File: src/rtl/mine_placer.sv
// mine_placer: draws N_MINES distinct cells of a 5x5 board by LFSR rejection sampling. Optional macro: SAFE_FIRST_EN.
// Latency: DRAW is entered on the edge after start; at least N_MINES+1 edges from start to place_done.
// Backpressure: none; start and seed_load are ignored while busy, and only reset aborts a placement.
module mine_placer #(
  parameter int          N_CELLS  = 25,
  parameter int          N_MINES  = 5,
  parameter logic [15:0] SEED_RST = 16'hACE1
) (
  input  logic               clka,
  input  logic               restart_n,
  input  logic               start,
  input  logic               seed_load,
  input  logic [15:0]        seed,
  input  logic [4:0]         safe_cell,
  output logic [N_CELLS-1:0] mines,
  output logic               busy,
  output logic               place_done
);

  localparam int CW = $clog2(N_CELLS + 1);

  typedef enum logic [1:0] {IDLE, DRAW, DONE} state_t;

  state_t        state;
  logic [15:0]   lfsr;
  logic [CW-1:0] count;

  logic [4:0]    cand;
  logic          fb;
  logic          in_range;
  logic          is_dup;
  logic          is_safe;
  logic          accept;
  logic          last_mine;
  logic [31:0]   mines_pad;
  logic [31:0]   cand_onehot;

  // Candidate is the low five LFSR bits; the mask is padded to 32 so any 5-bit index is legal.
  assign cand        = lfsr[4:0];
  assign fb          = lfsr[15] ^ lfsr[13] ^ lfsr[12] ^ lfsr[10];
  assign mines_pad   = 32'(mines);
  assign cand_onehot = 32'd1 << cand;
  assign in_range    = (32'(cand) < N_CELLS);
  assign is_dup      = mines_pad[cand];

`ifdef SAFE_FIRST_EN
  // An out-of-range safe_cell can only match candidates that are already rejected.
  assign is_safe = (cand == safe_cell);
`else
  logic unused_safe_cell;
  assign unused_safe_cell = ^safe_cell;
  assign is_safe          = 1'b0;
`endif

  assign accept    = in_range && !is_dup && !is_safe;
  assign last_mine = (count == CW'(N_MINES - 1));

  // LFSR free-runs in every state; a seed load outside DRAW replaces the shift for that cycle.
  always_ff @(posedge clka or negedge restart_n) begin
    if (!restart_n) begin
      lfsr <= SEED_RST;
    end else if (seed_load && (state != DRAW)) begin
      lfsr <= (seed == 16'h0000) ? 16'h0001 : seed;
    end else begin
      lfsr <= {lfsr[14:0], fb};
    end
  end

  // Placement FSM with registered mask, count and status outputs.
  always_ff @(posedge clka or negedge restart_n) begin
    if (!restart_n) begin
      state      <= IDLE;
      mines      <= '0;
      count      <= '0;
      busy       <= 1'b0;
      place_done <= 1'b0;
    end else begin
      case (state)
        IDLE, DONE: begin
          if (start) begin
            state      <= DRAW;
            mines      <= '0;
            count      <= '0;
            busy       <= 1'b1;
            place_done <= 1'b0;
          end
        end
        DRAW: begin
          if (accept) begin
            mines <= mines | cand_onehot[N_CELLS-1:0];
            count <= count + CW'(1);
            if (last_mine) begin
              state      <= DONE;
              busy       <= 1'b0;
              place_done <= 1'b1;
            end
          end
        end
        default: begin
          state      <= IDLE;
          busy       <= 1'b0;
          place_done <= 1'b0;
        end
      endcase
    end
  end

endmodule

File: config.mk
export PLATFORM = sky130hd
export DESIGN_NAME = mine_placer
export DESIGN_NICKNAME = d
export VERILOG_FILES = /design/src/rtl/mine_placer.sv
export SDC_FILE = /design/constraint.sdc
export NUM_CORES = 1
export LEC_CHECK = 0
export BUFFER_PORTS_ARGS = -buffer_cell sky130_fd_sc_hd__buf_2
export CAP_MARGIN = 20
export CORE_MARGIN = 3
export CORE_UTILIZATION = 47
export DETAILED_ROUTE_END_ITERATION = 6
export GPL_TIMING_DRIVEN = 0
export PLACE_DENSITY = 0.71
export SLEW_MARGIN = 5
export SYNTH_ARGS = -nofsm -noshare
export SYNTH_HDL_FRONTEND = slang
export SYNTH_SLANG_ARGS = --single-unit
File: constraint.sdc
create_clock -name clka -period 5.7 [get_ports clka]
set_input_delay 1.14 -clock clka [delete_from_list [all_inputs] [get_ports clka]]
set_output_delay 1.14 -clock clka [all_outputs]
set_load 0.1 [all_outputs]
=== Word level (Yosys, flattened, before mapping) ===
Cells that the tools add are included.

* Bitwise logic cells: 4
* Add/sub/neg operators: 1
* Mux-type cells: 22
* Eq/ne operators: 7
* Order comparisons: 2
* Reductions and logical operators: 9
* Shift-type cells: 1

{| class="wikitable"
|+ Operators with widths
! cell !! number
|-
| $mux W25 || 2
|-
| $pmux W25 S2 || 1
|-
| $mux W16 || 2
|-
| $or A25 B25 Y25 || 1
|-
| $shl A1 B5 Y25 const A || 1
|-
| $logic_not A16 Y1 || 1
|-
| $mux W5 || 2
|-
| $pmux W5 S2 || 1
|-
| $mux W1 || 7
|-
| $lt A5 B6 Y1 const B || 1
|-
| $mux W2 || 3
|-
| $ne A2 B2 Y1 const B || 3
|-
| $reduce_and A3 Y1 || 2
|-
| $add A5 B1 Y5 const B || 1
|-
| $bmux W1 S5 || 1
|-
| $eq A5 B3 Y1 const B || 1
|-
| $lt A5 B5 Y1 const B || 1
|-
| $pmux W1 S2 || 2
|-
| $pmux W2 S2 || 1
|-
| $xor A1 B1 Y1 || 3
|-
| $eq A2 B1 Y1 const B || 1
|-
| $eq A2 B2 Y1 const B || 1
|-
| $logic_and A1 B1 Y1 || 2
|-
| $logic_not A2 Y1 || 1
|-
| other kinds (4) || 4
|}

* Bits of input ports: 25
* Output and inout bits: 27
* Flip-flop bits (word level): 50
* Logic and storage cells: 52

=== Logic depth before layout (Yosys ltp) ===
* Depth after elaboration: 6
* Depth in mapped cells: 9
* Mapped depth without buffers: 6

=== Worst setup path after synthesis ===
Ideal clock, no wire load.

* Path kind: reg-to-reg
* Start point: register mines[9]
* End point: register mines[16]
* Period minus slack after synthesis: 2,512 ps
* Data required time: 5,577 ps
* Data arrival time: 2,389 ps
* Library setup time: 123 ps
* Buffers on the path: 1
* Cell stages (with the launch flop): 8
* Path slack: 3,188 ps
* Cells stage by stage: dfrtp_1 -> mux4_2 -> nor2b_1 -> nor3_1 -> a21boi_4 -> nor2_4 -> buf_2 -> a32o_1

* Word-level cells in the longest chain between the ends: 6

{| class="wikitable"
|+ RTL lines
! what !! line !! text
|-
| start, declared || 15 || <nowiki>output logic [N_CELLS-1:0] mines,</nowiki>
|-
| start signal, assigned || 90 || <nowiki>mines <= mines | cand_onehot[N_CELLS-1:0];</nowiki>
|-
| $bmux W1 S5 || 44 || <nowiki>assign is_dup = mines_pad[cand];</nowiki>
|-
| $mux W1 (implied by the code) || 44 ||
|-
| $logic_not A1 Y1 || 55 || <nowiki>assign accept = in_range && !is_dup && !is_safe;</nowiki>
|-
| $logic_and A1 B1 Y1 || 55 ||
|-
| $ne A2 B2 Y1 (no line) || - ||
|-
| $reduce_and A3 Y1 (no line) || - ||
|}

No other way between the ends. The select of a mux whose other input is x is not followed.
A chain may end at the register's enable or synchronous reset.

=== Worst setup path after layout ===
* Start point: register lfsr[0]
* End point: register mines[16]

* Word-level cells in the longest chain between the ends: 6
* Elaborated cells between the ends (all ways): 11
* Classes of those cells: 1 x order compare; 1 x eq/ne; 1 x shift; 4 x mux; 1 x bitwise; 3 x reduce/logical

{| class="wikitable"
|+ RTL lines
! what !! line !! text
|-
| start, declared || 25 || <nowiki>logic [15:0] lfsr;</nowiki>
|-
| start signal, assigned || 63 || <nowiki>lfsr <= (seed == 16'h0000) ? 16'h0001 : seed;</nowiki>
|-
| start signal, assigned || 65 || <nowiki>lfsr <= {lfsr[14:0], fb};</nowiki>
|-
| $bmux W1 S5 || 44 ||
|-
| $mux W1 (implied by the code) || 44 ||
|-
| $logic_not A1 Y1 || 55 ||
|-
| $logic_and A1 B1 Y1 || 55 ||
|-
| $ne A2 B2 Y1 (no line) || - ||
|-
| $reduce_and A3 Y1 (no line) || - ||
|}

Several ways; a longest one is shown, not always the timed one. The select of a mux whose other input is x is not followed.

==> results.md <==
- Wire length on met1: 2430 µm
- R2R cell count: 8
- Number of synthesized flops with an enable pin: 0
- Clock Latency Late Sink: 300 ps
- Final Slew Violations: 0
- Clk sink count: 49
- Post-route minimum period: 2490 ps
- CP Max Fanout: 10
- Outcome: finished clean
- Yosys warnings: 0
- Metal3 WL: 274 µm
- Startpoint types: flip-flop
- Vias: 1796
- Most used DFF post-synth: dfrtp_1
- Number of port buffers: 46
- Commonest non-fill, non-tap cell in the layout: buf_2
- Fraction of layout cells with a size suffix above 1: 36.7%
- Setup CP Type: flip-flop to flip-flop
- Crit path largest cell delay: 530 ps
- DRT iter0 DRCs: 79
- Die X-Extent: 77.1 µm
- Setup bufs post-CTS: 0
- Row cnt: 25
- Post-cts hold buffer count: 0
- Vias/cell: 5.70
- First-pass GRT wire length: 8830 µm
- Highest-count cells in the layout ignoring fill and taps: 49 x buf_2, 41 x dfrtp_1, 24 x a32o_1, 16 x mux2_2, 10 x nand2_1
- Antenna violations before repair: 0
- Initial Util: 49.3%
- Unrepaired setup endpoints after global routing: false
- Rel. slew slack: 32.8%
- Crit path capture type: flip-flop
- Clock root cell: clkbuf_8
- Worst-margin pin slew: 1010 ps
- Largest net degree at the start of global routing: 50
- Mean Syn Cell Area: 12.3 µm²
- DRC Markers: 0
- Post-synth net total: 220
- Total Neg Setup Slack: 0 ps
- Final Wtd Congestion: 0.844
- R2r setup slk: 3210 ps
- Antenna Nets Post-Route: 0
- CTS tree: done
- Layout Nets: 274
- Hold Path Origin: lfsr[9]$_DFF_PN0_
- Required time of the critical path: 5890 ps
- Multi-input logic area: 1070 µm²
- Crit path buf inv count: 3
- R2R Path Start: lfsr[0]$_DFF_PN1_
- Hold crit path type: flip-flop to flip-flop
- Detailed Routing Iterations Pass 1: 4
- Die footprint: 5940 µm²
- FF+latch area: 1240 µm²
- Max-Cap Viols: 0
- Setup violations, final: 0
- Fin crit share: 43.7%
- CP cell instances: buf_4, buf_2, nor4_1, nor3_1, a21boi_4, nor2_4, buf_2, a32o_1
- Worst Path Arrival: 2680 ps
- Clock transition at the registers of the reported paths: 90 ps
- Gr usage total: 18.6%
- Hold path cells: 1
- Vias in the first global route: 1775
- P&R area growth vs syn: 18.1%
- ANT cells: 0
- Total gr overflow: 0
- Post-Synthesis Cells: 193
- Post-CTS sizing: 0
- CTS Buf Count: 5
- Netlist Area Pre-Place: 2380 µm²
- Max Freq: 402 MHz
- Most used cell, CP: buf_2
- Die Ht: 77.1 µm
- Fillers: 442
- Drt wl/cell: 17.0 µm
- Hold EP: lfsr[10]$_DFF_PN1_
- Post-detail-place hpwl: 3840 µm
- I/O pins: 52
- Clock skew: 5.64 ps
- H-tree Lvls: 2
- Final Hold Vio Count: 0
- Ys async rst share: 100%
- Synth cell types: 41
- #FFs+latches synth: 49
- Sequential area share after synthesis: 52.0%
- Metal2 WL: 2560 µm
- R2r endpoint: mines[16]$_DFFE_PN0P_
- Critical path's top delay family: buffers and inverters
- DRT Wirelength: 5340 µm
- CTS Buffer Depth: 2
- Core Region: 4820 µm²
- Slowest-stage cell, CP: dfstp_2
- Top Metal Used: met4
layout make-up:
type / count / area share [%]
repair buffers: 47 / 8.92
plain buffers: 11 / 1.74
multi-input cells: 128 / 38.2
clock inverters: 2 / 0.490
flip-flops and latches: 49 / 44.0
inverters: 5 / 0.669
well taps: 67 / 2.99
clock buffers: 6 / 2.94
worst register-to-register path: cells and delay by family (launching register included):
| family | cells | cell delay [ps] |
|---|---|---|
| and+or+nand+nor | 3 | 600 |
| buffers and inverters | 3 | 630 |
| DFF | 1 | 530 |
| AOI/OAI and AO/OA | 2 | 630 |
layer usage:
| layer | vias to the layer above | track usage (%) |
|---|---|---|
| li1 | 850 | - |
| met1 | 891 | 26.6 |
| met2 | 48 | 28.7 |
| met3 | 7 | 3.99 |
| met4 | 0 | 5.16 |
| met5 | - | 0 |
registers in the layout, indices dropped and copies added (netlist names):
register and cells:
place_done 1, state 1, lfsr 16, mines 25, count 5, busy 1
cell families (layout without fill, tap and decap cells):
kind of cell             Yosys count  after routing  share of synthesized area, %
AO/OA/AOI/OAI                     39             39                          15.1
XOR/XNOR                           3              3                          1.11
flip-flops                        49             49                          52.0
multiplexers                      28             28                          14.8
AND/OR/NAND/NOR                   56             56                          13.1
buffers and inverters             16             71                          2.84
adder cells (fa/ha/maj)            2              2                          1.05
Yosys cell counts, drive strengths merged (3+ instances only):
master	n	area share [%]
dfrtp	41	43
a32o	24	10
mux2	18	8.5
nand2	10	1.6
nor2	10	1.9
dfstp	8	8.8
nor3	7	1.5
clkbuf	6	0.95
mux2i	6	2.5
buf	5	1.1
inv	5	0.79
nor2b	5	1.3
mux4	4	3.8
nand3	4	0.84
nor4	4	1.1
and2	3	0.79
nor3b	3	0.95
xnor2	3	1.1
metrics by stage:
stage	area [µm²]	util (%)	setup slack [ps]	hold WS (ps)	std cells
finish	2810	58.3	3210	474	315
global route	2810	58.3	2960	498	315
CTS	2790	57.8	3190	477	314
detailed placement	2690	55.8	3110	455	306
global placement	2690	55.8	3050	447	306
floorplan	2380	-	3190	441	193
worst max-delay path by stage:
stage	endpoint	slack, ps	depth (start not counted)	from
floorplan	mines[16]$_DFFE_PN0P_	3190	7	mines[9]$_DFFE_PN0P_
global placement	mines[1]$_DFFE_PN0P_	3050	5	start
detailed placement	mines[6]$_DFFE_PN0P_	3110	5	start
CTS	mines[16]$_DFFE_PN0P_	3190	8	lfsr[0]$_DFF_PN1_
global route	mines[13]$_DFFE_PN0P_	2960	8	lfsr[0]$_DFF_PN1_
finish	mines[16]$_DFFE_PN0P_	3210	8	lfsr[0]$_DFF_PN1_
Power is not shown: default switching activity piles up to over one toggle a cycle in this logic, so the estimate is an artifact.
